`src/rtl/abr_params_pkg.sv`:
```
// Shared memory-port definitions used by blocks attached to the polynomial memory.
package abr_params_pkg;

  localparam int ABR_MEM_ADDR_WIDTH = 15;

  // Read/write command carried with every memory request.
  typedef enum logic [1:0] {
    RW_IDLE  = 2'b00,
    RW_READ  = 2'b01,
    RW_WRITE = 2'b10
  } mem_rw_mode_e;

  // One memory port request: command plus word address.
  typedef struct packed {
    mem_rw_mode_e                  rd_wr_en;
    logic [ABR_MEM_ADDR_WIDTH-1:0] addr;
  } mem_if_t;

endpackage

```
`src/rtl/pkencode_pkg.sv`:
```
// Constants and FSM encoding for the t1 public-key packer.
package pkencode_pkg;

  localparam int MLDSA_K           = 8;
  localparam int MLDSA_N           = 256;
  localparam int REG_SIZE          = 24;
  localparam int OUTPUT_COEFF_SIZE = 10;
  localparam int API_ADDR_WIDTH    = 16;

  // Eight coefficients are consumed per request pair.
  localparam int LANES = 8;
  localparam int LAST  = MLDSA_K * MLDSA_N / LANES;

  // Memory stores t1 scaled by 2^SHIFT.
  localparam int SHIFT = 13;

  // Counter width must hold LAST itself (DRAIN compares against it).
  localparam int CNT_W = $clog2(LAST + 1);

  localparam int PACK_W = LANES * OUTPUT_COEFF_SIZE;

  typedef enum logic [1:0] {
    ST_IDLE  = 2'd0,
    ST_ISSUE = 2'd1,
    ST_DRAIN = 2'd2,
    ST_DONE  = 2'd3
  } pk_state_e;

endpackage

```
`src/rtl/pkencode_if.sv`:
```
// Two 4-lane read ports onto the shared polynomial memory.
interface pkencode_if;
  import abr_params_pkg::*;
  import pkencode_pkg::*;

  mem_if_t                      mem_a_rd_req;
  mem_if_t                      mem_b_rd_req;
  logic [3:0][REG_SIZE-1:0]     mem_a_rd_data;
  logic [3:0][REG_SIZE-1:0]     mem_b_rd_data;

  // Requester side (the packer).
  modport master (
    output mem_a_rd_req,
    output mem_b_rd_req,
    input  mem_a_rd_data,
    input  mem_b_rd_data
  );

  // Memory side.
  modport slave (
    input  mem_a_rd_req,
    input  mem_b_rd_req,
    output mem_a_rd_data,
    output mem_b_rd_data
  );

endinterface

```
`src/rtl/pkencode_lane_pack.sv`:
```
// Combinational lane packer: strips the 2^13 scaling from eight coefficients,
// concatenates the 10-bit t1 fields and flags any coefficient that is not a
// well-formed scaled t1 value.
module pkencode_lane_pack
  import pkencode_pkg::*;
(
  input  logic [LANES-1:0][REG_SIZE-1:0] coeffs,
  output logic [PACK_W-1:0]              packed_word,
  output logic                           fmt_err
);

  logic [LANES-1:0] lane_err;

  generate
    for (genvar gi = 0; gi < LANES; gi++) begin : g_lane
      // Field gi of the packed word is bits [22:13] of lane gi.
      assign packed_word[gi*OUTPUT_COEFF_SIZE +: OUTPUT_COEFF_SIZE] =
        coeffs[gi][SHIFT +: OUTPUT_COEFF_SIZE];
      // Bit 23 or any fractional bit set means the word is not t1 * 2^13.
      assign lane_err[gi] = coeffs[gi][REG_SIZE-1] | (|coeffs[gi][SHIFT-1:0]);
    end
  endgenerate

  assign fmt_err = |lane_err;

endmodule

```
`src/rtl/pkencode.sv`:
```
// t1 public-key packer: streams LAST request pairs to memory and writes one
// 80-bit packed word per returned pair to the API buffer.
module pkencode
  import abr_params_pkg::*;
  import pkencode_pkg::*;
(
  input  logic                          clk,
  input  logic                          reset_n,
  input  logic                          zeroize,
  input  logic                          pkencode_enable,
  input  logic [ABR_MEM_ADDR_WIDTH-1:0] src_base_addr,
  pkencode_if.master                    mem,
  output logic                          API_wr_en,
  output logic [API_ADDR_WIDTH-1:0]     API_wr_address,
  output logic [PACK_W-1:0]             API_wr_data,
  output logic                          pkencode_done,
  output logic                          pkencode_err
);

  pk_state_e                     state;
  pk_state_e                     state_next;
  logic                          start;
  logic                          issue;

  logic [ABR_MEM_ADDR_WIDTH-1:0] locked_src_addr;
  logic [CNT_W-1:0]              rd_cnt;
  logic [CNT_W-1:0]              wr_cnt;
  logic                          req_vld;
  logic                          rdata_vld;
  mem_if_t                       req_a;
  mem_if_t                       req_b;
  logic [ABR_MEM_ADDR_WIDTH-1:0] addr_a;
  logic [ABR_MEM_ADDR_WIDTH-1:0] addr_b;

  logic [LANES-1:0][REG_SIZE-1:0] coeffs;
  logic [PACK_W-1:0]              packed_word;
  logic                           fmt_err;

  // Group i lives at two consecutive words; wrap is modular in the address width.
  assign addr_a = locked_src_addr + ABR_MEM_ADDR_WIDTH'({rd_cnt, 1'b0});
  assign addr_b = addr_a + ABR_MEM_ADDR_WIDTH'(1);

  assign mem.mem_a_rd_req = req_a;
  assign mem.mem_b_rd_req = req_b;

  // Lanes 0-3 come from port A, lanes 4-7 from port B.
  assign coeffs = {mem.mem_b_rd_data, mem.mem_a_rd_data};

  pkencode_lane_pack u_lane_pack (
    .coeffs      (coeffs),
    .packed_word (packed_word),
    .fmt_err     (fmt_err)
  );

  assign pkencode_done = (state == ST_DONE);

  // FSM state register; zeroize behaves like reset.
  always_ff @(posedge clk or negedge reset_n) begin
    if (!reset_n) begin
      state <= ST_IDLE;
    end else if (zeroize) begin
      state <= ST_IDLE;
    end else begin
      state <= state_next;
    end
  end

  // Next-state logic and the start/issue strobes that steer the datapath.
  always_comb begin
    state_next = state;
    start      = 1'b0;
    issue      = 1'b0;
    unique case (state)
      ST_IDLE: begin
        if (pkencode_enable) begin
          start      = 1'b1;
          state_next = ST_ISSUE;
        end
      end
      ST_ISSUE: begin
        issue = 1'b1;
        if (rd_cnt == CNT_W'(LAST - 1)) begin
          state_next = ST_DRAIN;
        end
      end
      ST_DRAIN: begin
        if (wr_cnt == CNT_W'(LAST)) begin
          state_next = ST_DONE;
        end
      end
      ST_DONE: begin
        state_next = ST_IDLE;
      end
      default: begin
        state_next = ST_IDLE;
      end
    endcase
  end

  // Request stage: base latch, read counter and registered port requests.
  always_ff @(posedge clk or negedge reset_n) begin
    if (!reset_n) begin
      locked_src_addr <= '0;
      rd_cnt          <= '0;
      req_vld         <= 1'b0;
      req_a           <= '{rd_wr_en: RW_IDLE, addr: '0};
      req_b           <= '{rd_wr_en: RW_IDLE, addr: '0};
    end else if (zeroize) begin
      locked_src_addr <= '0;
      rd_cnt          <= '0;
      req_vld         <= 1'b0;
      req_a           <= '{rd_wr_en: RW_IDLE, addr: '0};
      req_b           <= '{rd_wr_en: RW_IDLE, addr: '0};
    end else begin
      if (start) begin
        locked_src_addr <= src_base_addr;
        rd_cnt          <= '0;
      end
      if (issue) begin
        req_a   <= '{rd_wr_en: RW_READ, addr: addr_a};
        req_b   <= '{rd_wr_en: RW_READ, addr: addr_b};
        req_vld <= 1'b1;
        rd_cnt  <= rd_cnt + CNT_W'(1);
      end else begin
        req_a   <= '{rd_wr_en: RW_IDLE, addr: '0};
        req_b   <= '{rd_wr_en: RW_IDLE, addr: '0};
        req_vld <= 1'b0;
      end
    end
  end

  // Valid tracks the one-cycle memory read latency.
  always_ff @(posedge clk or negedge reset_n) begin
    if (!reset_n) begin
      rdata_vld <= 1'b0;
    end else if (zeroize) begin
      rdata_vld <= 1'b0;
    end else begin
      rdata_vld <= req_vld;
    end
  end

  // API stage: register the packed word; data/address hold between writes.
  always_ff @(posedge clk or negedge reset_n) begin
    if (!reset_n) begin
      API_wr_en      <= 1'b0;
      API_wr_address <= '0;
      API_wr_data    <= '0;
      wr_cnt         <= '0;
    end else if (zeroize) begin
      API_wr_en      <= 1'b0;
      API_wr_address <= '0;
      API_wr_data    <= '0;
      wr_cnt         <= '0;
    end else begin
      API_wr_en <= rdata_vld;
      if (start) begin
        wr_cnt <= '0;
      end
      if (rdata_vld) begin
        API_wr_data    <= packed_word;
        API_wr_address <= API_ADDR_WIDTH'(wr_cnt);
        wr_cnt         <= wr_cnt + CNT_W'(1);
      end
    end
  end

  // Sticky format error, cleared only by a new start.
  always_ff @(posedge clk or negedge reset_n) begin
    if (!reset_n) begin
      pkencode_err <= 1'b0;
    end else if (zeroize) begin
      pkencode_err <= 1'b0;
    end else if (start) begin
      pkencode_err <= 1'b0;
    end else if (rdata_vld && fmt_err) begin
      pkencode_err <= 1'b1;
    end
  end

endmodule

```
`src/flat_wrapper.sv`:
```
// flat-port wrapper written by rule: the top's interface ports become plain ports
module pkencode_flat import abr_params_pkg::*; import pkencode_pkg::*;
  (clk, reset_n, zeroize, pkencode_enable, src_base_addr, API_wr_en, API_wr_address, API_wr_data, pkencode_done, pkencode_err, mem_mem_a_rd_req, mem_mem_b_rd_req, mem_mem_a_rd_data, mem_mem_b_rd_data);
  pkencode_if mem_i ();
  input  logic clk;
  input  logic reset_n;
  input  logic zeroize;
  input  logic pkencode_enable;
  input  logic [ABR_MEM_ADDR_WIDTH-1:0] src_base_addr;
  output logic API_wr_en;
  output logic [API_ADDR_WIDTH-1:0] API_wr_address;
  output logic [PACK_W-1:0] API_wr_data;
  output logic pkencode_done;
  output logic pkencode_err;
  output wire logic [$bits(mem_i.mem_a_rd_req)-1:0] mem_mem_a_rd_req;
  output wire logic [$bits(mem_i.mem_b_rd_req)-1:0] mem_mem_b_rd_req;
  input wire logic [$bits(mem_i.mem_a_rd_data)-1:0] mem_mem_a_rd_data;
  input wire logic [$bits(mem_i.mem_b_rd_data)-1:0] mem_mem_b_rd_data;
  assign mem_mem_a_rd_req = mem_i.mem_a_rd_req;
  assign mem_mem_b_rd_req = mem_i.mem_b_rd_req;
  assign mem_i.mem_a_rd_data = mem_mem_a_rd_data;
  assign mem_i.mem_b_rd_data = mem_mem_b_rd_data;
  pkencode u_core (.clk(clk), .reset_n(reset_n), .zeroize(zeroize), .pkencode_enable(pkencode_enable), .src_base_addr(src_base_addr), .mem(mem_i), .API_wr_en(API_wr_en), .API_wr_address(API_wr_address), .API_wr_data(API_wr_data), .pkencode_done(pkencode_done), .pkencode_err(pkencode_err));
endmodule
```
`config.mk`:
```
export PLATFORM = sky130hd
export DESIGN_NAME = pkencode_flat
export DESIGN_NICKNAME = d
export VERILOG_FILES = /design/src/rtl/abr_params_pkg.sv /design/src/rtl/pkencode_pkg.sv /design/src/rtl/pkencode_if.sv /design/src/rtl/pkencode_lane_pack.sv /design/src/rtl/pkencode.sv /design/src/flat_wrapper.sv
export SDC_FILE = /design/constraint.sdc
export NUM_CORES = 1
export LEC_CHECK = 0
export CAP_MARGIN = 10
export CORE_MARGIN = 3
export CORE_UTILIZATION = 42
export CTS_CLUSTER_SIZE = 40
export DETAILED_ROUTE_END_ITERATION = 16
export PLACE_DENSITY = 0.86
export SKIP_LAST_GASP = 1
export SYNTH_ARGS = -nofsm -noshare
export SYNTH_HDL_FRONTEND = slang
export SYNTH_SLANG_ARGS = --single-unit
```
`constraint.sdc`:
```
create_clock -name clk -period 3.31 [get_ports clk]
set_input_delay 0.331 -clock clk [delete_from_list [all_inputs] [get_ports clk]]
set_output_delay 0.331 -clock clk [all_outputs]
set_load 0.02 [all_outputs]
```
Word level (Yosys, flattened, before mapping)
Index checks and enable logic that the tools add are counted.
{"block": "totals", "regBits": 169, "input_bits": 211, "out_inout_bits": 133, "word_cells": 81}
{"block": "classes", "add_sub_neg": 4, "eq_ne": 8, "mux": 30, "n_bitwise": 8, "n_reduce_logical": 17}
{"operator": "$mux 80", "n": 2}
{"operator": "$reduce_or 13->1", "n": 8}
{"operator": "$mux 16", "n": 4}
{"operator": "$mux 9", "n": 5}
{"operator": "$mux 17", "n": 2}
{"operator": "$mux 15", "n": 2}
{"operator": "$add 9x1->9 const B", "n": 2}
{"operator": "$add 15x1->15 const B", "n": 1}
{"operator": "$add 15x10->15", "n": 1}
{"operator": "$mux 1", "n": 10}
{"operator": "$eq 9x8->1 const B", "n": 1}
{"operator": "$eq 9x9->1 const B", "n": 1}
{"operator": "$reduce_bool 3->1", "n": 3}
{"operator": "$mux 2", "n": 4}
{"operator": "$or 1x1->1", "n": 8}
{"operator": "$pmux 2 s4", "n": 1}
{"operator": "$reduce_or 8->1", "n": 1}
{"operator": "$ne 3x2->1 const B", "n": 2}
{"operator": "$eq 2x2->1 const B", "n": 2}
{"operator": "$reduce_bool 2->1", "n": 2}
{"operator": "$ne 3x3->1 const B", "n": 1}
{"operator": "$reduce_and 3->1", "n": 1}
{"operator": "$eq 2x1->1 const B", "n": 1}
{"operator": "$logic_not 2->1", "n": 1}
{"operator": "$logic_and 1x1->1", "n": 1}

Depth between registers and ports, before layout
{"block": "depth", "depth_word": 7, "mapped_depth": 10}

By module
From an unflattened synthesis, not the netlist that was laid out.
{"block": "hier_totals", "cells_unflattened": 793, "area_unflattened_um2": 8072.7}
{"mod": "pkencode", "n_inst": 1, "cells_per_inst": 674, "area_each_um2": 7229.4, "seq_area_each_um2": 3953.8}
{"mod": "pkencode_lane_pack", "n_inst": 1, "cells_per_inst": 119, "area_each_um2": 843.3, "seq_area_each_um2": 0.0}

Worst setup path after synthesis
Ideal clock, no wire load.
{"block": "synth_path", "kind": "register to register", "startpoint": "reg u_core.rd_cnt[0]", "endpoint": "reg u_core.req_b (netlist bit u_core.mem.mem_b_rd_req[14])", "setup_time_ns": 0.128, "arrival_time_ns": 2.872, "slack_ns": 0.310, "stages_incl_launch_ff": 10, "n_path_buf": 0, "period_less_slack_ns": 3.000, "cell_sequence": "dfrtp_1 > ha_1 > fa_1 > a21o_1 > a221oi_2 > o21ai_1 > xnor2_2 > or3b_4 > nor4_4 > mux2_1"}
{"block": "synth_via", "elab_chain_len": 4}
{"element": "start, declared", "line": "pkencode.sv:26", "text": "logic [CNT_W-1:0] rd_cnt;"}
{"element": "start signal, assigned", "line": "pkencode.sv:123", "text": "rd_cnt <= rd_cnt + CNT_W'(1);"}
{"element": "$add 15x10->15", "line": "pkencode.sv:40", "text": "assign addr_a = locked_src_addr + ABR_MEM_ADDR_WIDTH'({rd_cnt, 1'b0});"}
{"element": "$add 15x1->15", "line": "pkencode.sv:41", "text": "assign addr_b = addr_a + ABR_MEM_ADDR_WIDTH'(1);"}
{"element": "$mux 16", "line": "pkencode.sv:119", "text": "if (issue) begin"}
{"element": "$mux 17", "line": "pkencode.sv:108", "text": "end else if (zeroize) begin"}
{"element": "end signal, assigned", "line": "pkencode.sv:107", "text": "req_b <= '{rd_wr_en: RW_IDLE, addr: '0};"}
{"element": "end signal, assigned", "line": "pkencode.sv:113", "text": "req_b <= '{rd_wr_en: RW_IDLE, addr: '0};"}
{"element": "end signal, assigned", "line": "pkencode.sv:121", "text": "req_b <= '{rd_wr_en: RW_READ, addr: addr_b};"}
{"element": "end, declared", "line": "pkencode.sv:31", "text": "mem_if_t req_b;"}
No other way between the ends.
A chain may end at the register's enable or synchronous reset.

Worst setup path after layout
Ends and elaborated chain as after synthesis.

==> reports/metrics.csv <==
stage,metric,value,unit
cts,Root Buffer,clkbuf_16,
sta,crit share post-route,0.9736,
placed_design,port buffer count,334,
grt,remaining global-route overflow,0,
grt,first-pass GRT wire length,35170,µm
setup_path,R2R Path End,u_core.mem.mem_b_rd_req[14]$_DFF_PN0_,
setup_path,worst stage delay on the critical path,0.46,ns
synth,syn avg cell area,10.39,µm²
die,Die Width,138.7,µm
sta,Min Hold Slack,-0.001542,ns
setup_path,"slowest stage cell, crit path",or3b_4,
pwr,register share of total power,0.394,
pwr,Clock power frac,0.355,
routing,drt drc,0,
pwr,Switching Fraction,0.2968,
finish,area grow syn2layout,56.60,%
grt,initial antenna violation count,1,
cts,clk sinks,158,
synth,Synth area leader,dfrtp_1,
cts,cts hold-fix bufs,0,
synth,share of the synthesized area in the top cell type,0.5345,
finish,final instance count without filler cells,1273,
routing,Final ANT Viol Nets,0,
pwr,combinational share of power,0.252,
grt,largest net degree at the start of global routing,94,
routing,WL/cell,17.57,µm
synth,register area share after synthesis,0.5345,
routing,WL final,22370,µm
routing,vias per cell,5.101,
grt,vias in the first global route,6592,
pwr,power per cell area,482.8,nW/µm²
synth,Synthesis Warnings,0,
sta,Final Hold Viols,4,
sta,final setup vio count,0,
synth,number of flops mapped to enable cells by yosys,0,
routing,drt initial violations,371,
placed_design,Post-DP HPWL,16870,µm
setup_path,CP Class,flip-flop to flip-flop,
setup_path,worst-path fanout max,5,
cts,clk buf depth,2,
sta,Achievable Freq,0.3103,GHz
sta,final worst slack,0.08750,ns
die,Starting Density,0.4368,
grt,M2 GR Usage,0.3756,
pwr,cell internal pwr,3.933,mW
job,max-cap violation count,0,
routing,vias post-DR,6494,
cts,clock latency on the worst-skew pair,0.41,ns
sta,min Tclk post-route,3.223,ns
die,core footprint,16940,µm²
outcome,failing checks,hold timing,
pwr,static leakage,4.860,nW
grt,total track usage,0.2260,
synth,ys async rst share,1.000,
cts,CTS Buf Count,17,
die,row cnt,47,
die,Boundary Pins,344,
synth,Synth Cell Area,7397,µm²
die,Die Area,19240,µm²
sta,worst-margin pin slew,0.8974,ns
synth,Syn Inst Count,712,
cts,H-tree Lvls,4,
sta,Layout Skew,0.009233,ns
finish,nets,1270,
grt,GRT met3 Usage,0.06862,
setup_path,CP Capture Type,flip-flop,
worst_hold_path,worst min path class,primary input to asynchronous set/reset pin,
pwr,Psw,1.660,mW
setup_path,Critical Path RT,3.61,ns
placed_design,Setup Slack @ Placement,0.05166,ns
synth,Main synth FF type,dfrtp_1,
setup_path,Reg2Reg Depth,9,
die,Die H,138.7,µm
routing,DR pass1 iterations,5,
setup_path,crit path DAT,3.52,ns
grt,GR Util met1,0.2932,
synth,Synth area leaders,"dfrtp_1, mux2i_1, nor2_1",
synth,post-synth cell types,50,
setup_path,worst reg-to-reg setup slack,0.09,ns
finish,share of cells above drive strength 1,0.05508,
pwr,Max IR drop VDD,0.0003741,V
setup_path,CP Launch Type,flip-flop,
synth,"count leader, synth",dfrtp_1,
cts,CTS tree,done,
setup_path,family with the most delay on the worst path,simple AND/OR/NAND/NOR gates,
cts,Clock transition at path regs,0.06,ns
sta,max_slew headroom,0.4017,
synth,Yosys reg bits,158,
placed_design,GP Congestion,1.022,
finish,number of diodes,0,
setup_path,crit-path cells,"ha_1, fa_1, a21o_1, a221oi_4, o21ai_2, xnor2_2, or3b_4, nor4_4, mux2_1",
placed_design,Placed Cells,1237,
setup_path,crit path buf inv count,0,
sta,Final Max Slew Viols,0,
outcome,status,"finished, violations left",
synth,Post-synth top cells,"dfrtp_1, nor2_1, mux2i_1, nand2_1, a21oi_1",
grt,GRT busiest layer,met2,
setup_path,R2R Path Start,u_core.rd_cnt[0]$_DFFE_PN0P_,
finish,"Core Util, Final",0.6840,
sta,TNS Setup,0,ns
-- state kept, by name, indices dropped and copies added (netlist names) --
register / flops
u_core.state: 2
u_core.mem.mem_b_rd_req: 15
u_core.pkencode_err: 1
u_core.API_wr_en: 1
u_core.API_wr_address: 9
u_core.wr_cnt: 9
u_core.locked_src_addr: 15
u_core.API_wr_data: 80
u_core.rd_cnt: 9
u_core.rdata_vld: 1
u_core.mem.mem_a_rd_req: 16
-- per-stage QoR --
step                area [µm²]  total power [mW]
global placement         10930             3.593
CTS                      11530             5.633
global route             11580             5.860
floorplan                 7427             2.958
finish                   11580             5.592
detailed placement       10930             3.634
-- layer usage --
metal,wire length [µm],part of all wire
met1,9538,0.43
met3,1402,0.063
met2,11090,0.50
met4,327,0.015
met5,9,0.00040
-- power groups by stage --
stage,Clock (mW),Sequential (mW),Combinational [mW]
after floorplan,0,2.31,0.645
after global placement,0,2.23,1.37
after detailed placement,0,2.23,1.40
after CTS,2.02,2.20,1.41
after global routing,2.11,2.22,1.53
final,1.98,2.20,1.41
-- repair_timing --
item,4_1_cts,5_1_grt
setup buffers,0,4
gates resized for setup,0,3
endpoints found under the setup margin,0,1
-- worst max-delay path by stage --
| stage | to | slack [ns] | depth (start not counted) | from |
|---|---|---|---|---|
| finish | u_core.mem.mem_b_rd_req[14]$_DFF_PN0_ | 0.09 | 9 | u_core.rd_cnt[0]$_DFFE_PN0P_ |
| global route | u_core.mem.mem_b_rd_req[14]$_DFF_PN0_ | -0.04 | 9 | u_core.rd_cnt[0]$_DFFE_PN0P_ |
| CTS | u_core.mem.mem_b_rd_req[14]$_DFF_PN0_ | 0.03 | 9 | u_core.rd_cnt[0]$_DFFE_PN0P_ |
| detailed placement | u_core.mem.mem_b_rd_req[14]$_DFF_PN0_ | 0.05 | 9 | u_core.rd_cnt[0]$_DFFE_PN0P_ |
| global placement | u_core.mem.mem_b_rd_req[14]$_DFF_PN0_ | 0.14 | 9 | u_core.rd_cnt[0]$_DFFE_PN0P_ |
| floorplan | u_core.mem.mem_b_rd_req[14]$_DFF_PN0_ | 0.31 | 9 | u_core.rd_cnt[0]$_DFFE_PN0P_ |
-- cell families after synthesis --
group           after synthesis  synth area share
flops                       158            0.5345
fa+ha+maj                    19           0.03315
xor+xnor                     24           0.02943
compound gates               69           0.05920
mux                          91            0.1233
other cells                   1         0.0005070
simple gates                292            0.1847
buf+inv                      58           0.03518
-- area by class of cell --
class	instances	area (µm²)
Timing Repair Buffer	347	3465
Multi-Input combinational cell	504	3234
Inverter	12	45.04
Clock buffer	19	452.9
Fill cell	1317	5353
Tap cell	220	275.3
Clock inverter	13	153.9
Sequential cell	158	3958
-- placed cells by master (no fill, tap or decap), types with 5 or more instances in the layout --
cell	instances
clkdlybuf4s50_1	332
ha_1	18
nand2_1	54
nor2_1	137
inv_1	12
nor4_1	31
mux2i_1	90
clkbuf_16	17
nor3_1	11
nand3_1	10
o21ai_0	15
xor2_1	12
xnor2_1	11
a21oi_1	33
nand2b_1	5
buf_4	12
and2_1	9
nand4_1	10
conb_1	9
and3_1	9
dfrtp_1	157
No activity file was read; power rests on OpenSTA's default activity.
